### src/rtl/adc_spi_reader.sv
// Drives a 3-wire serial ADC: one CS/SCLK frame per trigger, then presents the
// 12-bit sample with a done level and a one-cycle valid pulse.
module adc_spi_reader #(
  parameter int NB_DATA      = 12,
  parameter int NB_FRAME     = 16,
  parameter int NB_DIV       = 8,
  parameter int QUIET_CYCLES = 2
) (
  input  logic               clk,
  input  logic               rst,
  input  logic               i_trigger,
  input  logic [NB_DIV-1:0]  i_clk_div,
  input  logic               i_sdata,
  output logic               o_cs_n,
  output logic               o_sclk,
  output logic [NB_DATA-1:0] o_adc_val,
  output logic               o_adc_done,
  output logic               o_adc_valid,
  output logic               o_frame_err,
  output logic [1:0]         dbg_state
);

  // Handshake: o_adc_done high means idle with o_adc_val valid; a one-cycle
  // i_trigger is accepted only while idle, never queued. o_adc_valid pulses
  // for exactly one cycle on the edge o_adc_val takes a new sample.

  localparam int NB_BIT = $clog2(NB_FRAME) + 1;
  localparam int NB_Q   = $clog2(QUIET_CYCLES + 2);

  typedef enum logic [1:0] {
    IDLE  = 2'd0,
    SETUP = 2'd1,
    SHIFT = 2'd2,
    QUIET = 2'd3
  } state_t;

  state_t              state, state_next;
  logic [NB_DIV-1:0]   div_lat;
  logic [NB_DIV-1:0]   div_cnt;
  logic [NB_BIT-1:0]   bit_cnt;
  logic [NB_Q-1:0]     quiet_cnt;
  logic [NB_FRAME-1:0] shift_reg;
  logic                phase_end;
  logic                last_bit;
  logic                quiet_end;

  assign dbg_state = state;

  always_comb begin
    phase_end  = (div_cnt == div_lat - NB_DIV'(1));
    last_bit   = (bit_cnt == NB_BIT'(NB_FRAME));
    quiet_end  = (quiet_cnt == NB_Q'(QUIET_CYCLES - 1));
    state_next = state;
    case (state)
      IDLE:    if (i_trigger) state_next = SETUP;
      SETUP:   if (phase_end) state_next = SHIFT;
      SHIFT: begin
        if (phase_end && o_sclk && last_bit)
          state_next = (QUIET_CYCLES == 0) ? IDLE : QUIET;
      end
      QUIET:   if (quiet_end) state_next = IDLE;
      default: state_next = IDLE;
    endcase
  end

  always_ff @(posedge clk) begin
    if (rst) state <= IDLE;
    else     state <= state_next;
  end

  always_ff @(posedge clk) begin
    if (rst) begin
      o_cs_n      <= 1'b1;
      o_sclk      <= 1'b1;
      o_adc_val   <= '0;
      o_adc_done  <= 1'b1;
      o_adc_valid <= 1'b0;
      o_frame_err <= 1'b0;
      div_lat     <= '0;
      div_cnt     <= '0;
      bit_cnt     <= '0;
      quiet_cnt   <= '0;
      shift_reg   <= '0;
    end else begin
      o_adc_valid <= 1'b0;
      case (state)
        IDLE: begin
          if (i_trigger) begin
            div_lat     <= (i_clk_div == '0) ? NB_DIV'(1) : i_clk_div;
            div_cnt     <= '0;
            bit_cnt     <= '0;
            quiet_cnt   <= '0;
            shift_reg   <= '0;
            o_cs_n      <= 1'b0;
            o_adc_done  <= 1'b0;
            o_frame_err <= 1'b0;
          end
        end
        SETUP: begin
          if (phase_end) begin
            div_cnt <= '0;
            o_sclk  <= 1'b0;
          end else begin
            div_cnt <= div_cnt + NB_DIV'(1);
          end
        end
        SHIFT: begin
          if (!phase_end) begin
            div_cnt <= div_cnt + NB_DIV'(1);
          end else begin
            div_cnt <= '0;
            if (!o_sclk) begin
              // Sample on the edge that raises SCLK.
              o_sclk    <= 1'b1;
              shift_reg <= {shift_reg[NB_FRAME-2:0], i_sdata};
              bit_cnt   <= bit_cnt + NB_BIT'(1);
            end else if (last_bit) begin
              o_cs_n      <= 1'b1;
              o_adc_val   <= shift_reg[NB_DATA-1:0];
              o_adc_valid <= 1'b1;
              o_frame_err <= |shift_reg[NB_FRAME-1:NB_DATA];
              if (QUIET_CYCLES == 0) o_adc_done <= 1'b1;
            end else begin
              o_sclk <= 1'b0;
            end
          end
        end
        QUIET: begin
          if (quiet_end) o_adc_done <= 1'b1;
          else           quiet_cnt  <= quiet_cnt + NB_Q'(1);
        end
        default: ;
      endcase
    end
  end

endmodule
### config.mk
export PLATFORM = sky130hd
export DESIGN_NAME = adc_spi_reader
export DESIGN_NICKNAME = d
export VERILOG_FILES = /design/src/rtl/adc_spi_reader.sv
export SDC_FILE = /design/constraint.sdc
export NUM_CORES = 1
export LEC_CHECK = 0
export CAP_MARGIN = 0
export CORE_ASPECT_RATIO = 0.9
export CORE_MARGIN = 4
export CORE_UTILIZATION = 45
export DETAILED_ROUTE_END_ITERATION = 16
export GPL_TIMING_DRIVEN = 0
export PLACE_DENSITY = 0.66
export SLEW_MARGIN = 20
export SYNTH_ARGS = -nofsm -noshare
export SYNTH_HDL_FRONTEND = slang
export SYNTH_SLANG_ARGS = --single-unit
### constraint.sdc
create_clock -name clk -period 3.9 [get_ports clk]
set_input_delay 0.78 -clock clk [delete_from_list [all_inputs] [get_ports clk]]
set_output_delay 0.78 -clock clk [all_outputs]
set_load 0.01 [all_outputs]
# After elaboration in Yosys (flattened, before gate mapping)
# Index checks and enable logic that the tools add are counted.
[op_classes]
add_sub_neg = 4
eq_ne = 15
mux = 36
bitwise_logic = 3
reduce_logical = 20
[op_table]
columns = ["cell", "count"]
rows = [
  ["$mux W16", 3],
  ["$pmux W16 S2", 1],
  ["$mux W8", 3],
  ["$ne A2 B2 Y1 const B", 9],
  ["$pmux W8 S2", 1],
  ["$mux W5", 3],
  ["$mux W1", 12],
  ["$mux W2", 6],
  ["$reduce_and A4 Y1", 3],
  ["$pmux W5 S2", 1],
  ["$reduce_and A3 Y1", 3],
  ["$add A8 B1 Y8 const B", 1],
  ["$eq A8 B8 Y1", 1],
  ["$logic_not A8 Y1", 1],
  ["$pmux W1 S2", 4],
  ["$pmux W2 S4", 1],
  ["$reduce_bool A2 Y1", 4],
  ["$reduce_or A4 Y1", 2],
  ["$sub A8 B1 Y8 const B", 1],
  ["$add A5 B1 Y5 const B", 1],
  ["$eq A5 B5 Y1 const B", 1],
  ["$reduce_and A5 Y1", 1],
  ["$eq A2 B1 Y1 const B", 2],
  ["$eq A2 B2 Y1 const B", 2],
  ["other kinds (7)", 11],
]
[word_totals]
reg_bits = 58
input_bits = 12

# Longest topological paths before layout
# Gate-level depths: netlist of run 1.
[logic_depth]
word_depth = 6
mapped_depth = 9

# Worst setup path after synthesis of run 1
# OpenSTA, ideal clock, no wires.
[synth_path]
path_type = "flip-flop to flip-flop"
start = "register div_lat[0]"
end = "register bit_cnt[3]"
arrival_ns = 2.268
setup_slack_ns = 1.562
path_stages_with_launch = 9
period_less_slack_ns = 2.338
cell_sequence = "dfxtp_1 -> inv_1 -> ha_1 -> xnor2_1 -> a211oi_2 -> o221ai_2 -> o41a_1 -> or4_1 -> a21boi_1"
[synth_between]
elab_chain_len = 4
[synth_rtl]
columns = ["element", "line", "text"]
rows = [
  ["start, declared", "38", "logic [NB_DIV-1:0] div_lat;"],
  ["start signal, assigned", "89", "div_lat <= (i_clk_div == '0) ? NB_DIV'(1) : i_clk_div;"],
  ["$sub A8 B1 Y8", "50", "phase_end = (div_cnt == div_lat - NB_DIV'(1));"],
  ["$eq A8 B8 Y1", "50", ""],
  ["$ne A2 B2 Y1 (no source line)", "n/a", ""],
  ["$reduce_and A4 Y1 (no source line)", "n/a", ""],
  ["end signal, assigned", "116", "bit_cnt <= bit_cnt + NB_BIT'(1);"],
  ["end, declared", "40", "logic [NB_BIT-1:0] bit_cnt;"],
]
# No other way between the ends.
# A chain may end at the register's enable or synchronous reset.

# Worst setup path in the final report of run 1
[layout_path]
start = "register div_lat[0]"
end = "register shift_reg[6]"
[layout_between]
elab_chain_len = 4
[layout_rtl]
columns = ["element", "line", "text"]
rows = [
  ["$sub A8 B1 Y8", "50", ""],
  ["$eq A8 B8 Y1", "50", ""],
  ["$ne A2 B2 Y1 (no source line)", "n/a", ""],
  ["$reduce_and A4 Y1 (no source line)", "n/a", ""],
  ["end signal, assigned", "115", "shift_reg <= {shift_reg[NB_FRAME-2:0], i_sdata};"],
  ["end, declared", "42", "logic [NB_FRAME-1:0] shift_reg;"],
]
# No other way between the ends.

==> insert_results.sql, run 1 <==
INSERT INTO impl_metrics (metric_group, metric, value, unit) VALUES
('status', 'run_status', 'complete, no violations', ''),
('yosys', 'synth-seq-cells', '58', ''),
('power', 'seqPwrFrac', '37.4', '%'),
('placement', 'place.detailed.hpwl', '4.88', 'mm'),
('routing', 'via_count', '2565', ''),
('cts', 'post_cts.resized_instances', '0', ''),
('floorplan', 'die_w', '91.7', 'µm'),
('power', 'power', '1840', 'µW'),
('routing', 'route.detailed.vias_per_inst', '5.37', ''),
('cts', 'cts.htree.levels', '3', ''),
('yosys', 'asyncSetResetFlopFracSynth', '0', '%'),
('sta', 'worst_slew_pin_slew', '0.816', 'ns'),
('cells_and_area', 'layout.cells.most_common_list', 'sky130_fd_sc_hd__nand2_1 (58), sky130_fd_sc_hd__dfxtp_1 (58), sky130_fd_sc_hd__a21oi_1 (47), sky130_fd_sc_hd__o21ai_0 (29), sky130_fd_sc_hd__clkdlybuf4s50_1 (29)', ''),
('yosys', 'netlist_area_before_placement', '2840', 'µm²'),
('cts', 'clock-root-buffer', 'sky130_fd_sc_hd__clkbuf_8', ''),
('setup_path', 'critPathRequiredTime', '4.17', 'ns'),
('global_route', 'global_route.overflow_total', '0', ''),
('setup_path', 'worstPathCellList', 'inv_1 > ha_1 > xnor2_1 > a211oi_2 > o221ai_2 > nor4_2 > buf_4 > nand2_1 > a21oi_1', ''),
('cts', 'worst_setup_hold_path_clk_slew', '0.08', 'ns'),
('global_route', 'number_of_antenna_violations_at_the_first_check_in_global_routing', '0', ''),
('placement', 'numPortBuffers', '29', ''),
('yosys', 'synth-main-ff-cell', 'sky130_fd_sc_hd__dfxtp_1', ''),
('setup_path', 'worst_r2r_startpoint', 'div_lat[0]', ''),
('power', 'p_sw', '687', 'µW'),
('flow_run', 'max_cap_violations', '0', ''),
('setup_path', 'crit_type', 'flip-flop to flip-flop', ''),
('floorplan', 'core.rowCount', '27', ''),
('floorplan', 'die-height', '83.4', 'µm'),
('setup_path', 'max_stage_delay', '0.79', 'ns'),
('yosys', 'yosys.area_share.adder', '3.96', '%'),
('cells_and_area', 'antenna_cells_inserted', '0', ''),
('setup_path', 'ff2ff_path_depth', '9', ''),
('routing', 'drt_drc_violations_left', '0', ''),
('cts', 'cts_tree', 'done', ''),
('yosys', 'synthesis.area_per_instance', '8.21', 'µm²'),
('yosys', 'synth_sequential_area_ratio', '40.9', '%'),
('routing', 'drt_pre_antenna_iters', '4', ''),
('yosys', 'yosys-mux-area-fraction', '0.705', '%'),
('global_route', 'grt_first_pass_wirelength', '11.4', 'mm'),
('setup_path', 'critical_path.slowest_cell', 'sky130_fd_sc_hd__nor4_2', ''),
('power', 'vdd_ir_drop_max', '0.270', 'mV'),
('cells_and_area', 'regArea', '1160', 'µm²'),
('floorplan', 'top_level_ports', '31', ''),
('setup_path', 'crit-reg2reg-capture', 'shift_reg[6]', ''),
('floorplan', 'initial_utilization', '46.4', '%'),
('yosys', 'syn-instance-count', '346', ''),
('routing', 'routedWlPerCell', '13.9', 'µm'),
('global_route', 'grt_use_total', '18.7', '%'),
('yosys', 'synth-edff-count', '0', ''),
('setup_path', 'reg2reg_setup_slack', '1.23', 'ns'),
('routing', 'routed_wl', '6.65', 'mm'),
('global_route', 'maximum_number_of_pins_on_one_net_before_global_route_repair', '13', ''),
('sta', 'grt_setup_unrepaired', 'false', ''),
('sta', 'maxSlewViolCount', '0', ''),
('floorplan', 'die-area', '7650', 'µm²'),
('cells_and_area', 'drive_gt1_share', '9.97', '%'),
('setup_path', 'endpoint_kind', 'flip-flop', ''),
('cells_and_area', 'area.growth.synth_to_final', '21.2', '%'),
('cells_and_area', 'largest_register_ff_count', '16', ''),
('global_route', 'first_global_vias', '2390', ''),
('worst_hold_path', 'worstHoldPathType', 'flip-flop to flip-flop', ''),
('cells_and_area', 'number_of_filler_cells_placed_in_the_layout', '573', ''),
('yosys', 'number_of_distinct_library_cells_after_synthesis', '54', ''),
('yosys', 'synth-simple-area-share', '20.7', '%'),
('sta', 'final.period_utilization', '68.4', '%'),
('cts', 'holdBufCountCts', '0', ''),
('power', 'leakagePower', '0.00128', 'µW'),
('yosys', 'yosys_warnings', '0', ''),
('setup_path', 'critical_path_source_type', 'flip-flop', ''),
('cts', 'clk_path_buf_depth', '2', ''),
('sta', 'timing.final.crit_period', '2.67', 'ns');
synth_stat cells, drive strengths merged (3+ instances only):
| master | count | area, µm² |
|---|---|---|
| dfxtp | 58 | 1160 |
| nand2 | 58 | 218 |
| a21oi | 47 | 235 |
| o21ai | 29 | 145 |
| inv | 16 | 60.1 |
| clkbuf | 15 | 56.3 |
| a31o | 12 | 105 |
| nor2 | 10 | 37.5 |
| ha | 9 | 113 |
| nor3 | 8 | 45.0 |
| nand3 | 7 | 35.0 |
| xor2 | 7 | 61.3 |
| and2 | 5 | 31.3 |
| nor3b | 5 | 37.5 |
| nor4 | 5 | 52.6 |
| and3 | 4 | 25.0 |
| buf | 4 | 21.3 |
| a211oi | 3 | 27.5 |
| a21o | 3 | 22.5 |
| o31ai | 3 | 22.5 |
| or3 | 3 | 23.8 |
| xnor2 | 3 | 26.3 |
critical path, delay by kind of cell, from the launching register on:
family / cells / cell delay (ns)
simple gates: 2 / 0.86
compound gates: 3 / 0.53
flops: 1 / 0.40
buf+inv: 2 / 0.38
fa+ha+maj: 1 / 0.31
xor+xnor: 1 / 0.13
metal layers:
| layer | vias up | GRT usage [%] | part of all wire [%] | routed length [µm] |
|---|---|---|---|---|
| met5 | - | 0 | 0 | 0 |
| met1 | 1198 | 23.8 | 47 | 3100 |
| li1 | 1314 | - | - | - |
| met2 | 48 | 30.1 | 48 | 3210 |
| met4 | 0 | 5.26 | 0.74 | 49 |
| met3 | 5 | 6.25 | 4.3 | 283 |
cell type report:
cell class / instances / area share (%)
inverters: 16 / 1.74
well taps: 87 / 3.16
clock inverters: 7 / 2.29
repair buffers: 29 / 8.43
multi-input cells: 253 / 44.8
flip-flops and latches: 58 / 33.7
clock buffers: 9 / 3.60
plain buffers: 19 / 2.25
through the flow:
stage                     setup WS [ns]  instance area (µm²)  utilization [%]  hold slack (ns)  cells
after floorplan                    1.56                 2840                -            0.446    346
after global placement             1.02                 3240             53.0            0.454    462
after detailed placement           1.02                 3240             53.0            0.468    462
after CTS                          1.24                 3440             56.3            0.471    478
after global routing              0.944                 3440             56.3            0.502    478
final                              1.23                 3440             56.3            0.476    478
power groups by stage:
stage | clock, µW | sequential (µW) | combinational [µW]
5_1_grt | 604 | 699 | 670
3_5_place_dp | 0 | 704 | 594
6_report | 559 | 690 | 593
2_1_floorplan | 0 | 699 | 419
3_3_place_gp | 0 | 702 | 589
4_1_cts | 574 | 690 | 598
kinds of logic after synthesis:
logic type                 Yosys count
AOI/OAI and AO/OA                  116
xor gates and xnor gates            10
DFF                                 58
adders and majority gates            9
and+or+nand+nor                    116
buffers and inverters               35
muxes                                2
worst max-delay path by stage:
stage	startpoint	end	depth (start not counted)
floorplan	div_lat[0]	bit_cnt[3]	8
global placement	i_trigger	shift_reg[10]	7
detailed placement	i_trigger	shift_reg[6]	7
CTS	div_lat[0]	shift_reg[6]	9
global route	div_lat[0]	shift_reg[15]	9
finish	div_lat[0]	shift_reg[6]	9
Power figures use the tool's default switching activity.
==> run 2, diff against run 1 <==
==> constraint.sdc (replaced) <==
create_clock -name clk -period 2.8 [get_ports clk]
set_input_delay 0.56 -clock clk [delete_from_list [all_inputs] [get_ports clk]]
set_output_delay 0.56 -clock clk [all_outputs]
set_load 0.01 [all_outputs]
==> run 2 against run 1 <==
  * Sequential share of layout area down 0.15 points
  * Global-route usage did not move
  * Sequential cell count did not move
  * Fmax up 2.6%
  * Clock skew fell by 0.00066 ns
  * Critical path depth did not move
  * Wire length is 0.20% higher
  * Largest cell class unchanged
==> insert_results.sql, run 2 (synthesis gave the netlist of run 1 again) <==
INSERT INTO impl_metrics (metric_group, metric, value, unit) VALUES
('routing', 'drt-initial-drc-count', '143', ''),
('status', 'run_status', 'complete, no violations', ''),
('global_route', 'number_of_antenna_violations_at_the_first_check_in_global_routing', '0', ''),
('worst_hold_path', 'hold_path_startpoint', 'shift_reg[3]', ''),
('setup_path', 'critical_path.slowest_cell', 'sky130_fd_sc_hd__nor4_4', ''),
('worst_hold_path', 'worstHoldEndpoint', 'shift_reg[4]', ''),
('global_route', 'global_route.overflow_total', '0', ''),
('cts', 'cts_tree', 'done', ''),
('setup_path', 'crit_type', 'flip-flop to flip-flop', ''),
('sta', 'maxSlewHeadroom', '55.7', '%'),
('placement', 'place.detailed.hpwl', '4.88', 'mm'),
('setup_path', 'crit_path_max_fanout', '10', ''),
('floorplan', 'placeableCoreArea', '6110', 'µm²'),
('global_route', 'maximum_number_of_pins_on_one_net_before_global_route_repair', '13', ''),
('setup_path', 'reg2reg_setup_slack', '0.20', 'ns'),
('sta', 'fin_worst_hold_slack', '0.480', 'ns'),
('floorplan', 'initial_utilization', '46.4', '%'),
('floorplan', 'die_w', '91.7', 'µm'),
('setup_path', 'ff2ff_path_depth', '9', ''),
('cts', 'clk_path_buf_depth', '2', ''),
('sta', 'final_count_of_negative_setup_slack_endpoints', '0', ''),
('placement', 'postPlaceCellArea', '3240', 'µm²'),
('setup_path', 'worstPathCellList', 'inv_1 > ha_1 > xnor2_1 > a211oi_2 > o221ai_2 > nor4_4 > buf_2 > a21oi_1 > a31o_2', ''),
('routing', 'drt_drc_violations_left', '0', ''),
('cells_and_area', 'antenna_cells_inserted', '0', ''),
('sta', 'max_freq', '385', 'MHz'),
('setup_path', 'endpoint_kind', 'flip-flop', ''),
('cts', 'clock-root-buffer', 'sky130_fd_sc_hd__clkbuf_8', ''),
('global_route', 'first_global_vias', '2390', ''),
('setup_path', 'critical_path_source_type', 'flip-flop', ''),
('setup_path', 'crit-reg2reg-capture', 'o_adc_val[1]', ''),
('cells_and_area', 'nets', '407', ''),
('sta', 'setup_tns_final', '0', 'ns'),
('sta', 'final.period_utilization', '92.9', '%'),
('cts', 'post_cts.resized_instances', '0', ''),
('cts', 'tritoncts.num_buffers', '9', ''),
('routing', 'routed_wl', '6.66', 'mm'),
('floorplan', 'top_level_ports', '31', ''),
('cells_and_area', 'largest_register_ff_count', '16', ''),
('placement', 'globalplace.congestion', '0.802', ''),
('cts', 'cts.htree.levels', '3', ''),
('global_route', 'grt_use_total', '18.7', '%'),
('power', 'leakagePower', '0.00130', 'µW'),
('sta', 'timing.final.crit_period', '2.60', 'ns'),
('cells_and_area', 'drive_gt1_share', '10.2', '%'),
('sta', 'final.setup_skew', '0.00881', 'ns'),
('cts', 'clock_insertion_delay_worst_skew', '0.35', 'ns'),
('setup_path', 'critPathArrivalTime', '2.83', 'ns'),
('floorplan', 'core.rowCount', '27', ''),
('power', 'p_per_area', '747', 'nW/µm²'),
('power', 'vdd_ir_drop_max', '0.380', 'mV'),
('cells_and_area', 'stdcell_area', '3460', 'µm²'),
('floorplan', 'die-area', '7650', 'µm²'),
('global_route', 'grt_first_pass_wirelength', '11.4', 'mm'),
('setup_path', 'worst_r2r_startpoint', 'div_lat[0]', ''),
('routing', 'routedWlPerCell', '13.9', 'µm'),
('sta', 'final-hold-violation-count', '0', ''),
('power', 'power', '2580', 'µW'),
('cells_and_area', 'area.growth.synth_to_final', '21.7', '%'),
('routing', 'via_count', '2567', ''),
('cells_and_area', 'layout.cells.most_common_list', 'sky130_fd_sc_hd__nand2_1 (58), sky130_fd_sc_hd__dfxtp_1 (58), sky130_fd_sc_hd__a21oi_1 (47), sky130_fd_sc_hd__o21ai_0 (29), sky130_fd_sc_hd__clkdlybuf4s50_1 (29)', ''),
('setup_path', 'crit_buf_inv', '2', ''),
('flow_run', 'max_cap_violations', '0', ''),
('cts', 'cts.repair_timing.setup_buffer_count', '0', ''),
('routing', 'ant_nets', '0', ''),
('worst_hold_path', 'worst_hold_path.num_cells', '2', ''),
('cells_and_area', 'utilization', '56.5', '%'),
('sta', 'maxSlewViolCount', '0', ''),
('routing', 'drt_pre_antenna_iters', '4', ''),
('worst_hold_path', 'worstHoldPathType', 'flip-flop to flip-flop', ''),
('sta', 'grt_setup_unrepaired', 'false', ''),
('floorplan', 'die-height', '83.4', 'µm'),
('cts', 'holdBufCountCts', '0', ''),
('cts', 'worst_setup_hold_path_clk_slew', '0.08', 'ns'),
('placement', 'numPortBuffers', '29', ''),
('sta', 'worst_slew_pin_slew', '0.664', 'ns'),
('setup_path', 'max_stage_delay', '0.52', 'ns'),
('setup_path', 'timing.critical_path.max_delay_family', 'compound AO/OA/AOI/OAI gates', ''),
('setup_path', 'critPathRequiredTime', '3.03', 'ns'),
('routing', 'route.detailed.vias_per_inst', '5.37', ''),
('cts', 'clkSinkCount', '58', '');
run 2: changes by cell type in the layout (fill, tap and decap cells not counted):
| cell | before | now |
|---|---|---|
| sky130_fd_sc_hd__nor4_2 | 1 | 0 |
| sky130_fd_sc_hd__nor4_4 | 1 | 2 |
| sky130_fd_sc_hd__o22ai_1 | 1 | 0 |
| sky130_fd_sc_hd__o22ai_2 | 0 | 1 |
run 2: layer usage:
metal	vias to the layer above	share of wire (%)	GRT usage, %
li1	1313	-	-
met1	1200	48	23.8
met2	48	47	30.1
met3	6	3.9	6.25
met4	0	0.86	5.26
met5	-	0	0
run 2: how the worst max path moves through the flow:
| stage | endpoint | slack [ns] | cells after the start | start |
|---|---|---|---|---|
| 3_5_place_dp | shift_reg[6] | 0.14 | 7 | i_trigger |
| 3_3_place_gp | shift_reg[10] | 0.14 | 7 | i_trigger |
| 5_1_grt | shift_reg[15] | 0.03 | 9 | div_lat[0] |
| 4_1_cts | shift_reg[6] | 0.14 | 9 | div_lat[0] |
| 6_report | o_adc_val[1] | 0.20 | 9 | div_lat[0] |
| 2_1_floorplan | bit_cnt[3] | 0.46 | 8 | div_lat[0] |
run 2: cell type report:
type,instances,area [µm²]
Buffer,19,77.6
Clock buffer,9,124
Clock inverter,7,78.8
Fill cell,572,2660
Inverter,16,60.1
Multi-Input combinational cell,253,1560
Sequential cell,58,1160
Tap cell,87,109
Timing Repair Buffer,29,290
run 2: worst register-to-register path: stages, from the launching register on:
cell and delay (ns):
sky130_fd_sc_hd__dfxtp_1 0.40, sky130_fd_sc_hd__inv_1 0.08, sky130_fd_sc_hd__ha_1 0.31, sky130_fd_sc_hd__xnor2_1 0.13, sky130_fd_sc_hd__a211oi_2 0.16, sky130_fd_sc_hd__o221ai_2 0.24, sky130_fd_sc_hd__nor4_4 0.52, sky130_fd_sc_hd__buf_2 0.32
sky130_fd_sc_hd__a21oi_1 0.10, sky130_fd_sc_hd__a31o_2 0.23
run 2: stage by stage:
stage,setup slack (ns),std cells
floorplan,0.462,346
global placement,0.141,462
detailed placement,0.145,462
CTS,0.139,478
global route,0.0266,478
finish,0.200,478
run 2: report_power, final:
part	switching [µW]	total [µW]	internal (µW)
Combinational	531	842	310
Sequential	73.8	960	886
Clock	366	782	416
